**config.mk**
```make
export PLATFORM = sky130hd
export DESIGN_NAME = instruction_fetch_unit
export DESIGN_NICKNAME = d
export VERILOG_FILES = /design/src/rtl/instruction_fetch_unit.sv
export SDC_FILE = /design/constraint.sdc
export NUM_CORES = 1
export LEC_CHECK = 0
export CORE_ASPECT_RATIO = 1.4
export CORE_MARGIN = 1
export CORE_UTILIZATION = 45
export DETAILED_ROUTE_END_ITERATION = 7
export PLACE_DENSITY_LB_ADDON = 0.08
export SLEW_MARGIN = 15
export SYNTH_ARGS = -nofsm -noshare
export SYNTH_HDL_FRONTEND = slang
export SYNTH_SLANG_ARGS = --single-unit
export TNS_END_PERCENT = 50
```
**constraint.sdc**
```tcl
create_clock -name clk -period 1.7 [get_ports clk]
set_input_delay 0.34 -clock clk [delete_from_list [all_inputs] [get_ports clk]]
set_output_delay 0.34 -clock clk [all_outputs]
set_load 0.1 [all_outputs]
```
**src/rtl/instruction_fetch_unit.sv**
```systemverilog
// -----------------------------------------------------------------------------
// instruction_fetch_unit
//
// Purpose:
//   Drives a fetch address to a combinational program memory. The returned
//   words are captured, together with their byte addresses, into a 2-entry
//   prefetch FIFO whose head is offered to the decode stage. A redirect
//   (taken branch/jump) flushes the FIFO and restarts fetch at the
//   word-aligned target address.
//
// Ports:
//   clk                 in   rising-edge clock for all state
//   reset               in   asynchronous active-low reset
//   FetchAddress        out  byte address to program memory (= fetch PC)
//   MemInstruction      in   word returned for FetchAddress in the same cycle
//   Redirect            in   flush and restart fetch at RedirectAddress
//   RedirectAddress     in   redirect target byte address
//   InstrReady          in   decode accepts the head instruction this cycle
//   InstrValid          out  head of the prefetch FIFO is valid
//   Instruction         out  head instruction word
//   InstrPC             out  byte address of the head instruction
//   InstrPCPlus4        out  InstrPC + 4 (modulo 2^32)
//   MisalignedRedirect  out  one-cycle pulse after a redirect whose target
//                            had nonzero bits [1:0]
//   StallCount          out  (IFU_STALL_COUNTER_EN only) saturating count of
//                            cycles with InstrValid=1 and InstrReady=0
//
// Configuration:
//   IFU_STALL_COUNTER_EN  define to add the StallCount output and counter.
// -----------------------------------------------------------------------------
module instruction_fetch_unit #(
  parameter int                    DATA_WIDTH = 32,
  parameter logic [DATA_WIDTH-1:0] RESET_PC   = '0
) (
  input  logic                  clk,
  input  logic                  reset,
  output logic [DATA_WIDTH-1:0] FetchAddress,
  input  logic [DATA_WIDTH-1:0] MemInstruction,
  input  logic                  Redirect,
  input  logic [DATA_WIDTH-1:0] RedirectAddress,
  input  logic                  InstrReady,
  output logic                  InstrValid,
  output logic [DATA_WIDTH-1:0] Instruction,
  output logic [DATA_WIDTH-1:0] InstrPC,
  output logic [DATA_WIDTH-1:0] InstrPCPlus4,
`ifdef IFU_STALL_COUNTER_EN
  output logic [15:0]           StallCount,
`endif
  output logic                  MisalignedRedirect
);

  localparam logic [DATA_WIDTH-1:0] PC_STEP = DATA_WIDTH'(4);

  logic [DATA_WIDTH-1:0] fetch_pc_q, fetch_pc_d;
  logic [DATA_WIDTH-1:0] pc_q    [2];
  logic [DATA_WIDTH-1:0] pc_d    [2];
  logic [DATA_WIDTH-1:0] instr_q [2];
  logic [DATA_WIDTH-1:0] instr_d [2];
  logic [1:0]            count_q, count_d;
  logic                  misaligned_q, misaligned_d;

  logic pop;
  logic push;
  logic wr_slot_one;

  // Redirect wins over both pop and push; the flushed entries are never
  // handed to decode.
  assign pop  = (count_q != 2'd0) && InstrReady && !Redirect;
  assign push = !Redirect && ((count_q != 2'd2) || pop);

  // Entry 0 is always the head. A new word lands behind whatever remains
  // after this edge's pop.
  assign wr_slot_one = (count_q == 2'd2) || ((count_q == 2'd1) && !pop);

  always_comb begin
    // NOTE: every variable gets a default first so no path leaves it
    // unassigned; otherwise the tool infers a latch.
    fetch_pc_d   = fetch_pc_q;
    pc_d         = pc_q;
    instr_d      = instr_q;
    count_d      = count_q;
    misaligned_d = 1'b0;

    if (Redirect) begin
      count_d      = 2'd0;
      fetch_pc_d   = {RedirectAddress[DATA_WIDTH-1:2], 2'b00};
      misaligned_d = |RedirectAddress[1:0];
    end else begin
      // Shift the second entry forward only when it exists; popping the
      // last entry leaves entry 0 untouched so the head outputs hold.
      if (pop && (count_q == 2'd2)) begin
        pc_d[0]    = pc_q[1];
        instr_d[0] = instr_q[1];
      end
      if (push) begin
        if (wr_slot_one) begin
          pc_d[1]    = fetch_pc_q;
          instr_d[1] = MemInstruction;
        end else begin
          pc_d[0]    = fetch_pc_q;
          instr_d[0] = MemInstruction;
        end
        fetch_pc_d = fetch_pc_q + PC_STEP;
      end
      count_d = count_q + 2'(push) - 2'(pop);
    end
  end

  // NOTE: the two FIFO entries are reset as well, because the head's
  // contents are visible on Instruction/InstrPC straight out of reset.
  always_ff @(posedge clk or negedge reset) begin
    if (!reset) begin
      fetch_pc_q   <= RESET_PC;
      count_q      <= 2'd0;
      misaligned_q <= 1'b0;
      for (int i = 0; i < 2; i++) begin
        pc_q[i]    <= '0;
        instr_q[i] <= '0;
      end
    end else begin
      // NOTE: non-blocking assignments so every register samples the
      // pre-edge values, independent of statement order.
      fetch_pc_q   <= fetch_pc_d;
      count_q      <= count_d;
      misaligned_q <= misaligned_d;
      pc_q         <= pc_d;
      instr_q      <= instr_d;
    end
  end

`ifdef IFU_STALL_COUNTER_EN
  logic [15:0] stall_q;

  always_ff @(posedge clk or negedge reset) begin
    if (!reset) begin
      stall_q <= '0;
    end else if (Redirect) begin
      stall_q <= '0;
    end else if (InstrValid && !InstrReady && (stall_q != 16'hFFFF)) begin
      stall_q <= stall_q + 16'd1;
    end
  end

  assign StallCount = stall_q;
`endif

  assign FetchAddress       = fetch_pc_q;
  assign InstrValid         = (count_q != 2'd0);
  assign Instruction        = instr_q[0];
  assign InstrPC            = pc_q[0];
  assign InstrPCPlus4       = pc_q[0] + PC_STEP;
  assign MisalignedRedirect = misaligned_q;

endmodule

```
==> impl_metrics.tcl, run 1 <==
set metrics [dict create \
    die_y_um 160.7 \
    synthAdderAreaFrac_pct 0.6185 \
    io_buffers 195 \
    muxShareOfSynthArea_pct 8.752 \
    crit_path_start_kind "flop" \
    hold_viol 0 \
    num_vias 7829 \
    period_needed_ps 2415 \
    clk_pin_slew_worst_paths_ps 70 \
    synth_edf_count 0 \
    synth_cell_types 54 \
    final_util_pct 85.51 \
    n_antenna_cell 0 \
    setup_viol 174 \
    syn_to_final_growth_pct 84.65 \
    yosysWarnings 0 \
    drt_wl_total_mm 31.67 \
    place.gp.congestion 0.8317 \
    drt_iter0_markers 663 \
    hold_class "input pin to asynchronous set/reset pin" \
    p_int_mw 17.01 \
    power_switching_mw 16.55 \
    fmax_mhz 414.0 \
    slew_violations 0 \
    firstDrtPassIters 6 \
    synth_seq_cells 159 \
    dp_hpwl_mm 17.28 \
    io_pins 198 \
    tritoncts "done" \
    synthFlopType "dfrtp_1" \
    grt_pass1_wl_mm 40.25 \
    grt_overflow 0 \
    worst_slack_ps -715.3 \
    yosysTopAreaCellShare_pct 49.17 \
    synth_most_common_cell "dfrtp_1" \
    final_cells 1292 \
    maxCapViolCount 0 \
    crit_required_ps 1360 \
    p_seq_share_pct 20.4 \
    clock_skew_ps 10.65 \
    antenna_found_initial 0 \
    synth_compound_area_share_pct 12.08 \
    drive_gt1_share_pct 53.22 \
    yosys-top-cells-count "159 x dfrtp_1, 74 x buf_4, 65 x nor2_1" \
    core_um2 17470 \
    ys_async_sr_fraction_pct 100.0 \
    fin_nets 1115 \
    netlist_area_um2 8092 \
    switching_share_pct 49.32 \
    avgSynthCellArea_um2 10.65 \
    clockRootBuffer "clkbuf_16" \
    p_per_area_nw_per_um2 2246 \
    wl_per_cell_um 24.52 \
    worstMarginPinSlew_ps 675.1 \
    ys_seq_area_share_pct 49.17 \
    grt_use_total_pct 28.53 \
    grt_pass1_vias 7522 \
    synth_xor_area_share_pct 4.330 \
    grt_max_degree 41 \
    vias_per_cell 6.060 \
    synth_simple_gate_area_share_pct 13.39 \
    cellLeakagePower_nw 6.551 \
    syn_inst 760 \
    rsz0062_at_grt "yes" \
    outcome "complete, but fails checks" \
    cts-htree-levels 4 \
    cts_buffer_depth 2 \
    slew_headroom_pct 54.89 \
    fin_setup_tns_ps -35450 \
    violations "setup timing" \
    pwr-share-comb_pct 67.5 \
    detail-route-antenna-nets 0 \
    yosysTopAreaCell "dfrtp_1" \
    cts-buffers-inserted 17 \
    synth_area_leaders "dfrtp_1 49%, mux2_2 8.4%, buf_4 6.9%" \
    clock_power_share_pct 12.0 \
    start_util_pct 46.31 \
    die-area_um2 18530 \
    std_cell_rows 57 \
    die_w_um 115.3 \
    synth_top_family_by_area "simple AND/OR/NAND/NOR gates" \
    drcViolationCount 0 \
    endpoint_kind "output port" \
    clk_latency_ps 430 \
    clock-sinks 159 \
    crit_arrival_ps 2080 \
    worstPathMaxFanout 7 \
    finalCritPeriodShare_pct 142.1 \
    post-place-cells 1199 \
    ir_worst_vdd_mv 1.957 \
    crit_type "flop to output port" \
]
final timing paths:
| path | start | endpoint | slack (ps) | cells after the start |
|---|---|---|---|---|
| worst max-delay path | InstrPC[9] | InstrPCPlus4[25] | -720 | 6 |
| worst min-delay path | reset | Instruction[5] | 390 | 2 |
| worst max register to register | count_q[0] | InstrPC[2] | -310 | 9 |
| worst min register to register | pc_q[9] | InstrPC[9] | 500 | 2 |
| max in group asynchronous | reset | FetchAddress[4] | 720 | 3 |
| min in group clk | RedirectAddress[22] | FetchAddress[22] | 480 | 3 |
per-layer routing:
layer / global-route usage, % / vias up / wire [um]
met5: 0 / - / 0
met4: 10.74 / 0 / 1826
met3: 6.000 / 121 / 2316
met2: 51.44 / 456 / 16960
met1: 32.54 / 3984 / 10580
li1: - / 3268 / -
cell families (layout without fill, tap and decap cells):
family | after synthesis | after routing
compound gates | 125 | 125
xor+xnor | 40 | 40
fa+ha+maj | 4 | 4
buf+inv | 162 | 456
flops | 159 | 159
mux | 63 | 63
other cells | 1 | 2
simple gates | 206 | 207
critical path: stages (launching register included):
cell     delay, ps
dfrtp_2        350
and4_4         230
and4_4         260
buf_12         130
nand4_1        220
xnor2_4        240
buf_12         200
power by group through the flow:
| stage | Clock, mW | Sequential, mW | Combinational (mW) |
|---|---|---|---|
| finish | 4.03 | 6.86 | 22.7 |
| global route | 4.22 | 6.96 | 23.2 |
| CTS | 3.98 | 6.66 | 20.9 |
| detailed placement | 0 | 6.62 | 20.0 |
| global placement | 0 | 6.51 | 19.7 |
| floorplan | 0 | 7.28 | 12.5 |
per-stage QoR:
| step | power [mW] | setup slack, ps | area (um2) | hold WS (ps) |
|---|---|---|---|---|
| finish | 33.56 | -715.3 | 14940 | 389.4 |
| global route | 34.43 | -804.7 | 14940 | 417.6 |
| CTS | 31.55 | -725.1 | 13980 | 408.2 |
| detailed placement | 26.64 | -669.1 | 12720 | 296.0 |
| global placement | 26.20 | -530.4 | 12720 | 292.4 |
| floorplan | 19.78 | -621.8 | 8877 | 44.41 |
cells in the final DEF (no fill, tap or decap), drive strengths merged, types with 19 or more instances in the layout:
cell type,instances
buf,300
clkbuf,29
inv,53
mux2,62
nand4,19
a222oi,40
nand2,29
nor2,67
dfrtp,159
o22ai,22
xnor2,33
clkdlybuf4s50,65
nand3,26
area by class of cell:
class                      count  area (um2)
fill                         800        2532
multi-input combinational    441        4472
inverter                      45       171.4
tap                          236       295.3
timing repair buffer         379        5320
clock inverter                15       177.7
clock buffer                  17       425.4
sequential                   159        4079
state kept, by name, summed over array words and instances, names as in the netlist:
register	cells
FetchAddress	30
InstrPC	32
Instruction	32
MisalignedRedirect	1
count_q	2
instr_q	32
pc_q	30
what timing repair did:
item / in CTS / in global routing
buffers inserted: 20 / 25
gates cloned: 5 / 13
hold endpoints to repair: 33 / 0
setup endpoints to repair: 151 / 178
gates resized for setup: 83 / 114
hold buffers: 1 / 0
pin swaps: 48 / 47
No activity file was read; power rests on OpenSTA's default activity.
==> run 2: changes to the inputs <==
--- a/config.mk
+++ b/config.mk
@@ -7,9 +7,10 @@
 export LEC_CHECK = 0
 export CORE_ASPECT_RATIO = 1.4
 export CORE_MARGIN = 1
-export CORE_UTILIZATION = 45
+export CORE_UTILIZATION = 54
 export DETAILED_ROUTE_END_ITERATION = 7
 export PLACE_DENSITY_LB_ADDON = 0.08
+export SKIP_LAST_GASP = 1
 export SLEW_MARGIN = 15
 export SYNTH_ARGS = -nofsm -noshare
 export SYNTH_HDL_FRONTEND = slang
==> constraint.sdc (replaced) <==
create_clock -name clk -period 3.05 [get_ports clk]
set_input_delay 0.61 -clock clk [delete_from_list [all_inputs] [get_ports clk]]
set_output_delay 0.61 -clock clk [all_outputs]
set_load 0.1 [all_outputs]
==> run 2 against run 1 <==
Against the previous run:
- the run ends with DRC left
- first-iteration DRC count down 30%
- via count is 19% lower
- worst hold slack got worse by 230 ps
- non-clock buffer count decreased by 173
- final cell count is 17% lower
- routed wire length shrank 36%
- critical path type unchanged
==> impl_metrics.tcl, run 2 (synthesis gave the netlist of run 1 again) <==
set metrics [dict create \
    tritoncts "done" \
    hold_viol 0 \
    violations "DRC" \
    crit_path_start_kind "flop" \
    clockRootBuffer "clkbuf_16" \
    crit_arrival_ps 2230 \
    grt_use_total_pct 27.03 \
    maxCapViolCount 0 \
    detail-route-antenna-nets 0 \
    cts-buffers-inserted 17 \
    place.gp.congestion 0.8008 \
    crit_required_ps 2440 \
    fin_nets 941 \
    hold_ws_ps 158.1 \
    slew_headroom_pct 30.82 \
    grt_pass1_vias 6383 \
    die-area_um2 15480 \
    mostFrequentLayoutCells "159 x dfrtp_1, 113 x buf_4, 66 x clkdlybuf4s50_1" \
    cts-htree-levels 4 \
    grt_pass1_wl_mm 32.73 \
    drive_gt1_share_pct 29.14 \
    dp_hpwl_mm 14.14 \
    drt_wl_total_mm 20.24 \
    firstDrtPassIters 8 \
    clk_latency_ps 420 \
    worstMarginPinSlew_ps 1035 \
    start_util_pct 55.52 \
    core_um2 14570 \
    clock-sinks 159 \
    mostFrequentLayoutCell "dfrtp_1" \
    clk_pin_slew_worst_paths_ps 70 \
    grt_overflow 0 \
    cp_slowest_cell "dfrtp_1" \
    fmax_mhz 352.5 \
    period_needed_ps 2837 \
    finalCritPeriodShare_pct 93.02 \
    worstPathMaxFanout 14 \
    crit_type "flop to output port" \
    setup_viol 0 \
    path_cells "and4_1 -> and4_2 -> nand4_1 -> xnor2_1 -> buf_12" \
    std_cell_rows 52 \
    die_y_um 146.8 \
    clock_skew_ps 6.741 \
    critPathMaxStageDelay_ps 450 \
    fin_setup_tns_ps 0 \
    hold_class "input pin to asynchronous set/reset pin" \
    endpoint_kind "output port" \
    die_w_um 105.5 \
    io_pins 198 \
    slew_violations 0 \
    cts-hold-fix-buffers 0 \
    vias_per_cell 5.912 \
    cts_buffer_depth 2 \
    drcViolationCount 7 \
    rsz0062_at_grt "no" \
    io_buffers 195 \
    syn_to_final_growth_pct 27.45 \
    antenna_found_initial 0 \
    num_vias 6332 \
    grt_max_degree 71 \
    wl_per_cell_um 18.89 \
    post-cts-setup-buffers 0 \
    outcome "complete, but fails checks" \
    n_antenna_cell 0 \
    drt_iter0_markers 461 \
    cts_resized 0 \
]
[run 2: cell types whose count changed in the layout (fill, tap and decap cells not counted), moves of 16 or more]
cell | before | now
buf_12 | 148 | 25
buf_6 | 33 | 1
dfrtp_1 | 119 | 159
dfrtp_2 | 20 | 0
dfrtp_4 | 20 | 0
mux2_2 | 0 | 60
mux2_4 | 62 | 0
o22ai_1 | 0 | 22
o22ai_2 | 21 | 0
xnor2_1 | 6 | 22
xnor2_4 | 25 | 0
[run 2: area by class of cell]
cell class / instances / area, um2
inverters: 45 / 168.9
fillers: 1101 / 4262
repair buffers: 206 / 2048
multi-input cells: 440 / 3298
clock inverters: 15 / 156.4
clock buffers: 17 / 425.4
well taps: 189 / 236.5
flip-flops and latches: 159 / 3979
[run 2: metal layers]
layer / GRT usage (%) / wire length [um] / vias to the layer above
met5: 0 / 0 / -
met4: 9.577 / 391 / 0
met3: 5.989 / 1366 / 23
met2: 48.22 / 10850 / 238
met1: 31.82 / 7632 / 3174
li1: - / - / 2897
[run 2: critical path, delay by kind of cell (launching register included)]
family	cells	cell delay (ps)
XOR/XNOR	1	280
buffers and inverters	1	220
flip-flops	1	450
AND/OR/NAND/NOR	3	860
[run 2: through the flow]
stage / std cells / util, % / area [um2] / setup WS (ps)
after global routing: 1071 / 70.76 / 10310 / 95.10
final: 1071 / 70.76 / 10310 / 212.8
after CTS: 1070 / 70.50 / 10270 / 42.71
after global placement: 1038 / 66.51 / 9693 / 274.2
after detailed placement: 1038 / 66.51 / 9693 / 175.3
after floorplan: 761 / - / 8178 / -412.1
[run 2: final timing paths]
kind	to	startpoint	slack (ps)	depth (start not counted)
setup / recovery	InstrPCPlus4[25]	InstrPC[9]	210	5
min in group clk	InstrPC[16]	pc_q[16]	490	2
hold / removal	instr_q[12]	reset	160	1
hold reg to reg	InstrPC[16]	pc_q[16]	490	2
setup reg to reg	instr_q[21]	count_q[1]	790	5
max in group asynchronous	FetchAddress[10]	reset	2090	2
Power of run 2 is left out: the tool's default activity adds up to more than one toggle a clock period on the data nets, which glitch-free logic cannot reach.
==> run 3: changes to the inputs <==
--- a/config.mk
+++ b/config.mk
@@ -5,6 +5,7 @@
 export SDC_FILE = /design/constraint.sdc
 export NUM_CORES = 1
 export LEC_CHECK = 0
+export CAP_MARGIN = 30
 export CORE_ASPECT_RATIO = 1.4
 export CORE_MARGIN = 1
 export CORE_UTILIZATION = 54
==> run 3 against run 2 <==
Against the previous run:
- the flow now finishes without violations
- routed wire length fell by 1.1%
- first-iteration DRC count rose by 4.8%
- final cell count rose by 0.19%
- sequential share of layout area fell by 0.28 points
- register-to-register slack improved by 30 ps
- clock skew rose by 0.82 ps
==> impl_metrics.tcl, run 3 (synthesis gave the netlist of run 1 again) <==
set metrics [dict create \
    dp_hpwl_mm 14.28 \
    clk_pin_slew_worst_paths_ps 70 \
    io_pins 198 \
    worstPathMaxFanout 14 \
    grt_max_degree 71 \
    worstMarginPinSlew_ps 860.1 \
    cts-htree-levels 4 \
    place_ws_ps 202.7 \
    clock-sinks 159 \
    cts_buffer_depth 2 \
    drive_gt1_share_pct 29.30 \
    vias_per_cell 5.978 \
    core_um2 14570 \
    crit_arrival_ps 2230 \
    clk_latency_ps 420 \
    drcViolationCount 0 \
    endpoint_kind "output port" \
    mostFrequentLayoutCell "dfrtp_1" \
    drt_wl_total_mm 20.01 \
    crit_required_ps 2440 \
    period_needed_ps 2837 \
    hold_viol 0 \
    crit_path_start_kind "flop" \
    die_y_um 146.8 \
    start_util_pct 55.52 \
    maxCapViolCount 0 \
    detail-route-antenna-nets 0 \
    rsz0062_at_grt "no" \
    fmax_mhz 352.5 \
    grt_pass1_vias 6363 \
    io_buffers 195 \
    grt_pass1_wl_mm 32.71 \
    clock_skew_ps 7.564 \
    fin_nets 943 \
    n_antenna_cell 0 \
    grt_overflow 0 \
    slew_headroom_pct 42.66 \
    crit_type "flop to output port" \
    drt_iter0_markers 483 \
    num_vias 6414 \
    worst_slack_ps 213.4 \
    place.gp.congestion 0.8008 \
    std_cell_rows 52 \
    place_area_um2 9728 \
    mostFrequentLayoutCells "159 x dfrtp_1, 114 x buf_4, 66 x clkdlybuf4s50_1" \
    fin_area_um2 10390 \
    grt_use_total_pct 26.89 \
    slew_violations 0 \
    die_w_um 105.5 \
    die-area_um2 15480 \
    finalCritPeriodShare_pct 93.00 \
    syn_to_final_growth_pct 28.38 \
    post-cts-setup-buffers 0 \
    tritoncts "done" \
    reg2reg_depth 5 \
    hold_class "input pin to asynchronous set/reset pin" \
    setup_viol 0 \
    wl_per_cell_um 18.65 \
    clockRootBuffer "clkbuf_16" \
    firstDrtPassIters 7 \
    antenna_found_initial 0 \
    outcome "completed" \
    cts-buffers-inserted 17 \
]
run 3: critical path: stages, from the launching register on:
cell     delay [ps]
dfrtp_1         450
and4_1          280
and4_2          420
nand4_1         160
xnor2_1         280
buf_12          220
run 3: final timing paths:
kind | startpoint | end | slack (ps)
worst max-delay path | InstrPC[9] | InstrPCPlus4[25] | 210
worst min-delay path | reset | instr_q[12] | 160
worst max register to register | FetchAddress[3] | FetchAddress[20] | 820
worst min register to register | pc_q[11] | InstrPC[11] | 480
max in group asynchronous | reset | pc_q[13] | 2090
min in group clk | pc_q[11] | InstrPC[11] | 480
run 3: final cells by class:
cell class	count	area (um2)
multi-input cells	440	3292
inverters	45	168.9
flip-flops and latches	159	3979
repair buffers	208	2083
clock buffers	19	452.9
well taps	189	236.5
clock inverters	13	175.2
fillers	1104	4187
run 3: stage by stage:
stage	setup TNS (ps)	utilization, %	hold WS (ps)	std cells
global route	0	71.27	204.7	1073
floorplan	-3820	-	314.4	761
global placement	0	66.51	462.1	1038
CTS	0	71.06	181.6	1072
detailed placement	0	66.75	472.7	1040
finish	0	71.27	161.1	1073
run 3: timing repair:
action / CTS / global route
endpoints found under the hold margin: 0 / 0
setup endpoints to repair: 0 / 11
resized for setup: 0 / 3
hold buffers: 0 / 0
run 3: layer usage:
metal | GRT usage, % | part of all wire, % | vias to the layer above
met5 | 0 | 0 | -
met2 | 48.72 | 54 | 225
met4 | 8.310 | 1.8 | 0
li1 | - | - | 2923
met3 | 5.146 | 5.9 | 33
met1 | 32.05 | 38 | 3233
Power of run 3 is left out for the same reason.
